==> config.mk <==
export PLATFORM = sky130hd
export DESIGN_NAME = lfsr_rng_flat
export DESIGN_NICKNAME = d
export VERILOG_FILES = /design/src/rtl/lfsr_pkg.sv /design/src/rtl/lfsr_rng_if.sv /design/src/rtl/lfsr_core.sv /design/src/rtl/lfsr_rng.sv /design/src/flat_wrapper.sv
export SDC_FILE = /design/constraint.sdc
export NUM_CORES = 1
export LEC_CHECK = 0
export ABC_AREA = 1
export BUFFER_PORTS_ARGS = -buffer_cell sky130_fd_sc_hd__buf_2
export CORE_ASPECT_RATIO = 0.7
export CORE_MARGIN = 2
export CORE_UTILIZATION = 50
export CTS_CLUSTER_DIAMETER = 60
export DETAILED_ROUTE_END_ITERATION = 6
export PLACE_DENSITY = 0.81
export SLEW_MARGIN = 5
export SYNTH_ARGS = -nofsm -noshare
export SYNTH_HDL_FRONTEND = slang
export SYNTH_SLANG_ARGS = --single-unit
==> constraint.sdc <==
create_clock -name clock -period 1.9 [get_ports clock]
set_input_delay 0.095 -clock clock [delete_from_list [all_inputs] [get_ports clock]]
set_output_delay 0.095 -clock clock [all_outputs]
set_load 0.01 [all_outputs]
==> src/rtl/lfsr_pkg.sv <==
// Shared types and the maximal-length tap table for the lfsr_rng random source.
package lfsr_pkg;

    localparam int unsigned TAP_W = 16;

    typedef enum logic [1:0] {
        ST_IDLE,
        ST_DRAW,
        ST_HOLD
    } draw_state_e;

    // Tap mask for an XNOR Fibonacci LFSR; tap n sits at bit n-1.
    function automatic logic [TAP_W-1:0] lfsr_taps(input int unsigned width);
        case (width)
            3:       lfsr_taps = 16'h0006; // 3,2
            4:       lfsr_taps = 16'h000C; // 4,3
            5:       lfsr_taps = 16'h0014; // 5,3
            6:       lfsr_taps = 16'h0030; // 6,5
            7:       lfsr_taps = 16'h0060; // 7,6
            8:       lfsr_taps = 16'h00B8; // 8,6,5,4
            9:       lfsr_taps = 16'h0110; // 9,5
            10:      lfsr_taps = 16'h0240; // 10,7
            11:      lfsr_taps = 16'h0500; // 11,9
            12:      lfsr_taps = 16'h0829; // 12,6,4,1
            13:      lfsr_taps = 16'h100D; // 13,4,3,1
            14:      lfsr_taps = 16'h2015; // 14,5,3,1
            15:      lfsr_taps = 16'h6000; // 15,14
            16:      lfsr_taps = 16'hD008; // 16,15,13,4
            default: lfsr_taps = 16'h0000;
        endcase
    endfunction

endpackage

==> src/rtl/lfsr_rng_if.sv <==
// Request/valid/ack draw port of the random source.
interface lfsr_rng_if #(
    parameter int unsigned OUT_W = 2
) ();
    logic             req;
    logic             ready;
    logic             valid;
    logic [OUT_W-1:0] value;
    logic             ack;
    logic             biased;

    modport master (output req, ack, input ready, valid, value, biased);
    modport slave  (input req, ack, output ready, valid, value, biased);
endinterface

==> src/rtl/lfsr_core.sv <==
// XNOR Fibonacci LFSR with seed load, wrap detection and all-ones recovery.
module lfsr_core
    import lfsr_pkg::*;
#(
    parameter int unsigned WIDTH        = 8,
    parameter int unsigned CAND_W       = 2,
    parameter int unsigned SEED_DEFAULT = 1
) (
    input  logic              clock,
    input  logic              reset,
    input  logic              step,
    input  logic              load,
    input  logic [WIDTH-1:0]  seed,
    output logic [WIDTH-1:0]  state,
    output logic [CAND_W-1:0] cand_c,
    output logic              wrapped,
    output logic              lockup
);
    localparam logic [WIDTH-1:0] ONES      = '1;
    localparam logic [WIDTH-1:0] TAPS      = WIDTH'(lfsr_taps(WIDTH));
    localparam logic [WIDTH-1:0] SEED_RAW  = WIDTH'(SEED_DEFAULT);
    localparam logic [WIDTH-1:0] SEED_INIT = (SEED_RAW == ONES) ? '0 : SEED_RAW;

    logic [WIDTH-1:0] start;
    logic [WIDTH-1:0] next_c;

    assign next_c = {state[WIDTH-2:0], ~^(state & TAPS)};
    assign cand_c = next_c[CAND_W-1:0];

    // Load beats lock-up recovery, which beats a normal step.
    always_ff @(posedge clock or posedge reset) begin
        if (reset) begin
            state   <= SEED_INIT;
            start   <= SEED_INIT;
            wrapped <= 1'b0;
            lockup  <= 1'b0;
        end else begin
            wrapped <= 1'b0;
            lockup  <= 1'b0;
            if (load) begin
                if (seed == ONES) begin
                    state  <= '0;
                    start  <= '0;
                    lockup <= 1'b1;
                end else begin
                    state <= seed;
                    start <= seed;
                end
            end else if (state == ONES) begin
                state  <= '0;
                lockup <= 1'b1;
            end else if (step) begin
                state   <= next_c;
                wrapped <= (next_c == start);
            end
        end
    end

endmodule

==> src/rtl/lfsr_rng.sv <==
// Game-wide random source: free-running LFSR plus an unbiased rejection-sampled draw port.
module lfsr_rng
    import lfsr_pkg::*;
#(
    parameter int unsigned WIDTH        = 8,
    parameter int unsigned OUT_W        = 2,
    parameter int unsigned RANGE        = 4,
    parameter int unsigned MAX_TRIES    = 8,
    parameter int unsigned SEED_DEFAULT = 1
) (
    input  logic             clock,
    input  logic             reset,
    input  logic             enable,
    input  logic             load,
    input  logic [WIDTH-1:0] seed,
    output logic [WIDTH-1:0] state,
    output logic             wrapped,
    output logic             lockup,
    lfsr_rng_if.slave        draw
);
    localparam logic [OUT_W:0] RANGE_W = (OUT_W + 1)'(RANGE);
    localparam logic [7:0]     MAX_T   = 8'(MAX_TRIES);

    if (WIDTH < 3 || WIDTH > 16) begin : g_bad_width
        $error("lfsr_rng: WIDTH must be 3..16");
    end
    if (OUT_W != $clog2(RANGE) || OUT_W > WIDTH) begin : g_bad_out_w
        $error("lfsr_rng: OUT_W must equal clog2(RANGE) and not exceed WIDTH");
    end
    if (RANGE < 2) begin : g_bad_range
        $error("lfsr_rng: RANGE must be at least 2");
    end
    if (MAX_TRIES < 1 || MAX_TRIES > 255) begin : g_bad_tries
        $error("lfsr_rng: MAX_TRIES must be 1..255");
    end

    draw_state_e      fsm;
    logic             ready_q;
    logic             valid_q;
    logic             biased_q;
    logic [OUT_W-1:0] value_q;
    logic [7:0]       tries;
    logic [OUT_W-1:0] cand_c;
    logic             step_c;

    assign step_c = (fsm == ST_DRAW) || enable;

    lfsr_core #(
        .WIDTH        (WIDTH),
        .CAND_W       (OUT_W),
        .SEED_DEFAULT (SEED_DEFAULT)
    ) u_core (
        .clock   (clock),
        .reset   (reset),
        .step    (step_c),
        .load    (load),
        .seed    (seed),
        .state   (state),
        .cand_c  (cand_c),
        .wrapped (wrapped),
        .lockup  (lockup)
    );

    assign draw.ready  = ready_q;
    assign draw.valid  = valid_q;
    assign draw.value  = value_q;
    assign draw.biased = biased_q;

    // Draw FSM: accept in IDLE, sample candidates in DRAW, present result in HOLD.
    always_ff @(posedge clock or posedge reset) begin
        if (reset) begin
            fsm      <= ST_IDLE;
            ready_q  <= 1'b1;
            valid_q  <= 1'b0;
            value_q  <= '0;
            tries    <= '0;
            biased_q <= 1'b0;
        end else begin
            biased_q <= 1'b0;
            case (fsm)
                ST_IDLE: begin
                    if (draw.req && ready_q) begin
                        fsm     <= ST_DRAW;
                        ready_q <= 1'b0;
                        tries   <= '0;
                    end
                end
                ST_DRAW: begin
                    // A load steals the edge: no candidate, no try consumed.
                    if (!load) begin
                        if ({1'b0, cand_c} < RANGE_W) begin
                            value_q <= cand_c;
                            valid_q <= 1'b1;
                            fsm     <= ST_HOLD;
                        end else if (tries + 8'd1 == MAX_T) begin
                            value_q  <= OUT_W'({1'b0, cand_c} - RANGE_W);
                            valid_q  <= 1'b1;
                            biased_q <= 1'b1;
                            fsm      <= ST_HOLD;
                        end else begin
                            tries <= tries + 8'd1;
                        end
                    end
                end
                ST_HOLD: begin
                    if (draw.ack) begin
                        fsm     <= ST_IDLE;
                        valid_q <= 1'b0;
                        ready_q <= 1'b1;
                    end
                end
                default: begin
                    fsm     <= ST_IDLE;
                    ready_q <= 1'b1;
                    valid_q <= 1'b0;
                end
            endcase
        end
    end

endmodule
==> src/flat_wrapper.sv <==
// flat-port wrapper written by rule: the top's interface ports become plain ports
module lfsr_rng_flat import lfsr_pkg::*;
#(
    parameter int unsigned WIDTH        = 8,
    parameter int unsigned OUT_W        = 2,
    parameter int unsigned RANGE        = 4,
    parameter int unsigned MAX_TRIES    = 8,
    parameter int unsigned SEED_DEFAULT = 1
)
  (clock, reset, enable, load, seed, state, wrapped, lockup, draw_req, draw_ack, draw_ready, draw_valid, draw_value, draw_biased);
  lfsr_rng_if #(.OUT_W(OUT_W)) draw_i ();
  input  logic clock;
  input  logic reset;
  input  logic enable;
  input  logic load;
  input  logic [WIDTH-1:0] seed;
  output logic [WIDTH-1:0] state;
  output logic wrapped;
  output logic lockup;
  input wire logic [$bits(draw_i.req)-1:0] draw_req;
  input wire logic [$bits(draw_i.ack)-1:0] draw_ack;
  output wire logic [$bits(draw_i.ready)-1:0] draw_ready;
  output wire logic [$bits(draw_i.valid)-1:0] draw_valid;
  output wire logic [$bits(draw_i.value)-1:0] draw_value;
  output wire logic [$bits(draw_i.biased)-1:0] draw_biased;
  assign draw_i.req = draw_req;
  assign draw_i.ack = draw_ack;
  assign draw_ready = draw_i.ready;
  assign draw_valid = draw_i.valid;
  assign draw_value = draw_i.value;
  assign draw_biased = draw_i.biased;
  lfsr_rng #(.WIDTH(WIDTH), .OUT_W(OUT_W), .RANGE(RANGE), .MAX_TRIES(MAX_TRIES), .SEED_DEFAULT(SEED_DEFAULT)) u_core (.clock(clock), .reset(reset), .enable(enable), .load(load), .seed(seed), .state(state), .wrapped(wrapped), .lockup(lockup), .draw(draw_i));
endmodule
==> results.json <==
{
  "status": "finished clean",
  "synth-compound-area-share": 0.0532,
  "clk_pin_slew_ns": 0.08,
  "cp_data_required_time_ns": 2.07,
  "synthSimpleGateAreaFrac": 0.306,
  "rr_startpoint": "u_core.u_core.state[4]",
  "power.leakage_nw": 0.842,
  "cts_sinks": 24,
  "syn_area_um2": 1320,
  "setup_viol": 0,
  "grt_use_total": 0.208,
  "ant_nets": 0,
  "synth_seq_cells": 24,
  "nets": 216,
  "initial_core_util": 0.532,
  "critPathMaxFanout": 9,
  "crit_type": "flop to flop",
  "gr-usage-met3": 0.0528,
  "path_cells": "ha_1 > inv_1 > nor2_2 > nand2_2 > nand2_4 > nor2_4 > nand2_1 > nand2_1 > inv_1",
  "first_global_vias": 1059,
  "root_buffer": "clkbuf_8",
  "multi_input_area_um2": 582,
  "antenna_found_initial": 0,
  "diodes": 0,
  "drive_gt1_frac": 0.245,
  "clock_tree.htree_level_count": 1,
  "finalCriticalPeriod_ns": 1.47,
  "peakVddDrop_mv": 0.740,
  "hpwl_mm": 2.16,
  "synthMuxAreaShare": 0.0171,
  "slowest_stage": "dfrtp_1",
  "reg2reg_slack_ns": 0.43,
  "synth_top_area_share": 0.399,
  "avgSynthCellArea_um2": 7.70,
  "register_area_um2": 604,
  "grt-ovfl-total": 0,
  "port_buffers": 27,
  "drc": 0,
  "cts_hold_buf": 1,
  "synthXorXnorAreaFrac": 0.0532,
  "cp_top_family": "simple AND/OR/NAND/NOR gates",
  "rsz0062_at_grt": "no",
  "drt-initial-drc-count": 60,
  "yosysSeqAreaShare": 0.459,
  "die_width_um": 65.4,
  "synth_edf_count": 0,
  "worst_slack_ns": 0.431,
  "syn-instance-count": 171,
  "finalClockSkew_ns": 0.0107,
  "max_stage_delay_ns": 0.44,
  "synthAdderAreaFrac": 0.00950,
  "die_h_um": 47.0,
  "crit_buf_inv": 2,
  "post-route-period-util": 0.773,
  "maxCapViolations": 0,
  "ios": 29,
  "worst_skew_pair.late_latency_ns": 0.28,
  "synth_top_family_by_area": "simple AND/OR/NAND/NOR gates",
  "globalplace.congestion": 0.831,
  "pre_cts_ws_ns": 0.454,
  "yosys.area.top_type": "dfrtp_1",
  "crit_start": "u_core.u_core.state[4]",
  "fin_area_um2": 1550,
  "wl_mm": 2.86,
  "critPathLaunchType": "flop",
  "grt_pass1_wl_mm": 4.77,
  "hold_viol": 0,
  "cts_tree": "built",
  "synth.most_common_cell": "nand2_1",
  "fmax_mhz": 681,
  "syn_to_final_growth_pct": 17.7,
  "nFillCells": 214,
  "yosys_warnings": 0,
  "min_from": "draw_req",
  "fin_setup_tns_ns": 0,
  "crit_path_end_kind": "flop",
  "die_area_um2": 3070,
  "ys_types": 27,
  "slew_violations": 0,
  "vias": 1183,
  "post_cts_resized": 0,
  "yosys-top-cells-count": "nand2_1 (54), inv_1 (23), dfrtp_1 (21)",
  "rows": 15,
  "grt.busiest_layer": "met2",
  "postCtsSetupRepairBufs": 0,
  "synth_nets": 186,
  "first_pass_iters": 5,
  "met2_usage": 0.349,
  "fin_util": 0.626,
  "place_area_um2": 1470,
  "grt_max_degree": 25,
  "cts_buffers": 3,
  "cts_buffer_depth": 2,
  "cp.arrival_ns": 1.64,
  "synthFlopType": "dfrtp_1",
  "core_area_um2": 2480,
  "viasPerCell": 5.06,
  "async_flop_share": 1.00,
  "ys_top_cells_by_area": "dfrtp_1 (40%), nand2_1 (15%), inv_1 (6.6%)",
  "powerDensity_nw_per_um2": 1160,
  "wl_per_cell_um": 12.2,
  "met1_usage": 0.274,
  "hp-class": "input pin to flop"
}
placed cells by master (no fill, tap or decap):
master and instances:
a21oi_1 2, a31o_2 1, buf_2 27, buf_4 1, bufinv_16 1, clkbuf_8 3, conb_1 1, dfrtp_1 21
dfstp_2 3, dlygate4sd3_1 1, ha_1 1, inv_1 23, inv_2 3, mux2_2 2, nand2_1 54, nand2_2 3
nand2_4 1, nand3_1 11, nand3_2 1, nand3b_1 1, nand4_1 1, nor2_1 14, nor2_2 2, nor2_4 1
nor3_1 3, o21ai_0 5, o21ai_1 4, o22ai_1 1, xnor2_1 7, xor2_1 1
final timing paths:
kind                                          end  cells after the start
setup / recovery           u_core.u_core.state[7]                      9
hold / removal                      u_core.fsm[0]                      2
setup reg to reg           u_core.u_core.state[7]                      9
hold reg to reg            u_core.u_core.start[0]                      2
max in group asynchronous       u_core.draw.ready                      4
min in group asynchronous   u_core.u_core.wrapped                      4
cell families after synthesis:
logic type | count (synthesis)
compound gates | 13
xor+xnor | 8
fa+ha+maj | 1
buf+inv | 30
flops | 24
mux | 2
other cells | 1
simple gates | 92
cell type report:
cell class | count | area share
Inverter | 26 | 0.0630
Sequential cell | 24 | 0.390
Clock inverter | 1 | 0.0194
Timing Repair Buffer | 29 | 0.0985
Tap cell | 34 | 0.0274
Multi-Input combinational cell | 117 | 0.375
Clock buffer | 3 | 0.0266
state kept, by name (all words and copies together) (netlist names):
| signal | cells |
|---|---|
| u_core.u_core.start | 8 |
| u_core.u_core.state | 8 |
| u_core.draw.value | 2 |
| u_core.fsm | 2 |
| u_core.draw.ready | 1 |
| u_core.draw.valid | 1 |
| u_core.u_core.lockup | 1 |
| u_core.u_core.wrapped | 1 |
through the flow:
step	hold slack [ns]	power, mW	std cells
6_report	0.0879	1.80	234
4_1_cts	0.0834	1.81	234
5_1_grt	0.0972	1.93	234
3_3_place_gp	0.145	1.33	229
2_1_floorplan	0.107	1.18	171
3_5_place_dp	0.151	1.36	229
power by group:
part / switching [mW] / total [mW] / leakage (nW) / internal, mW
Sequential: 0.117 / 0.755 / 0.291 / 0.639
Clock: 0.166 / 0.448 / 0.0357 / 0.282
Combinational: 0.340 / 0.595 / 0.516 / 0.255
per-layer routing:
layer / vias up / routed length, um
met5: - / 0
met4: 0 / 32
met3: 5 / 204
met2: 45 / 1370
met1: 551 / 1250
li1: 582 / -
No activity file was read; power rests on OpenSTA's default activity.
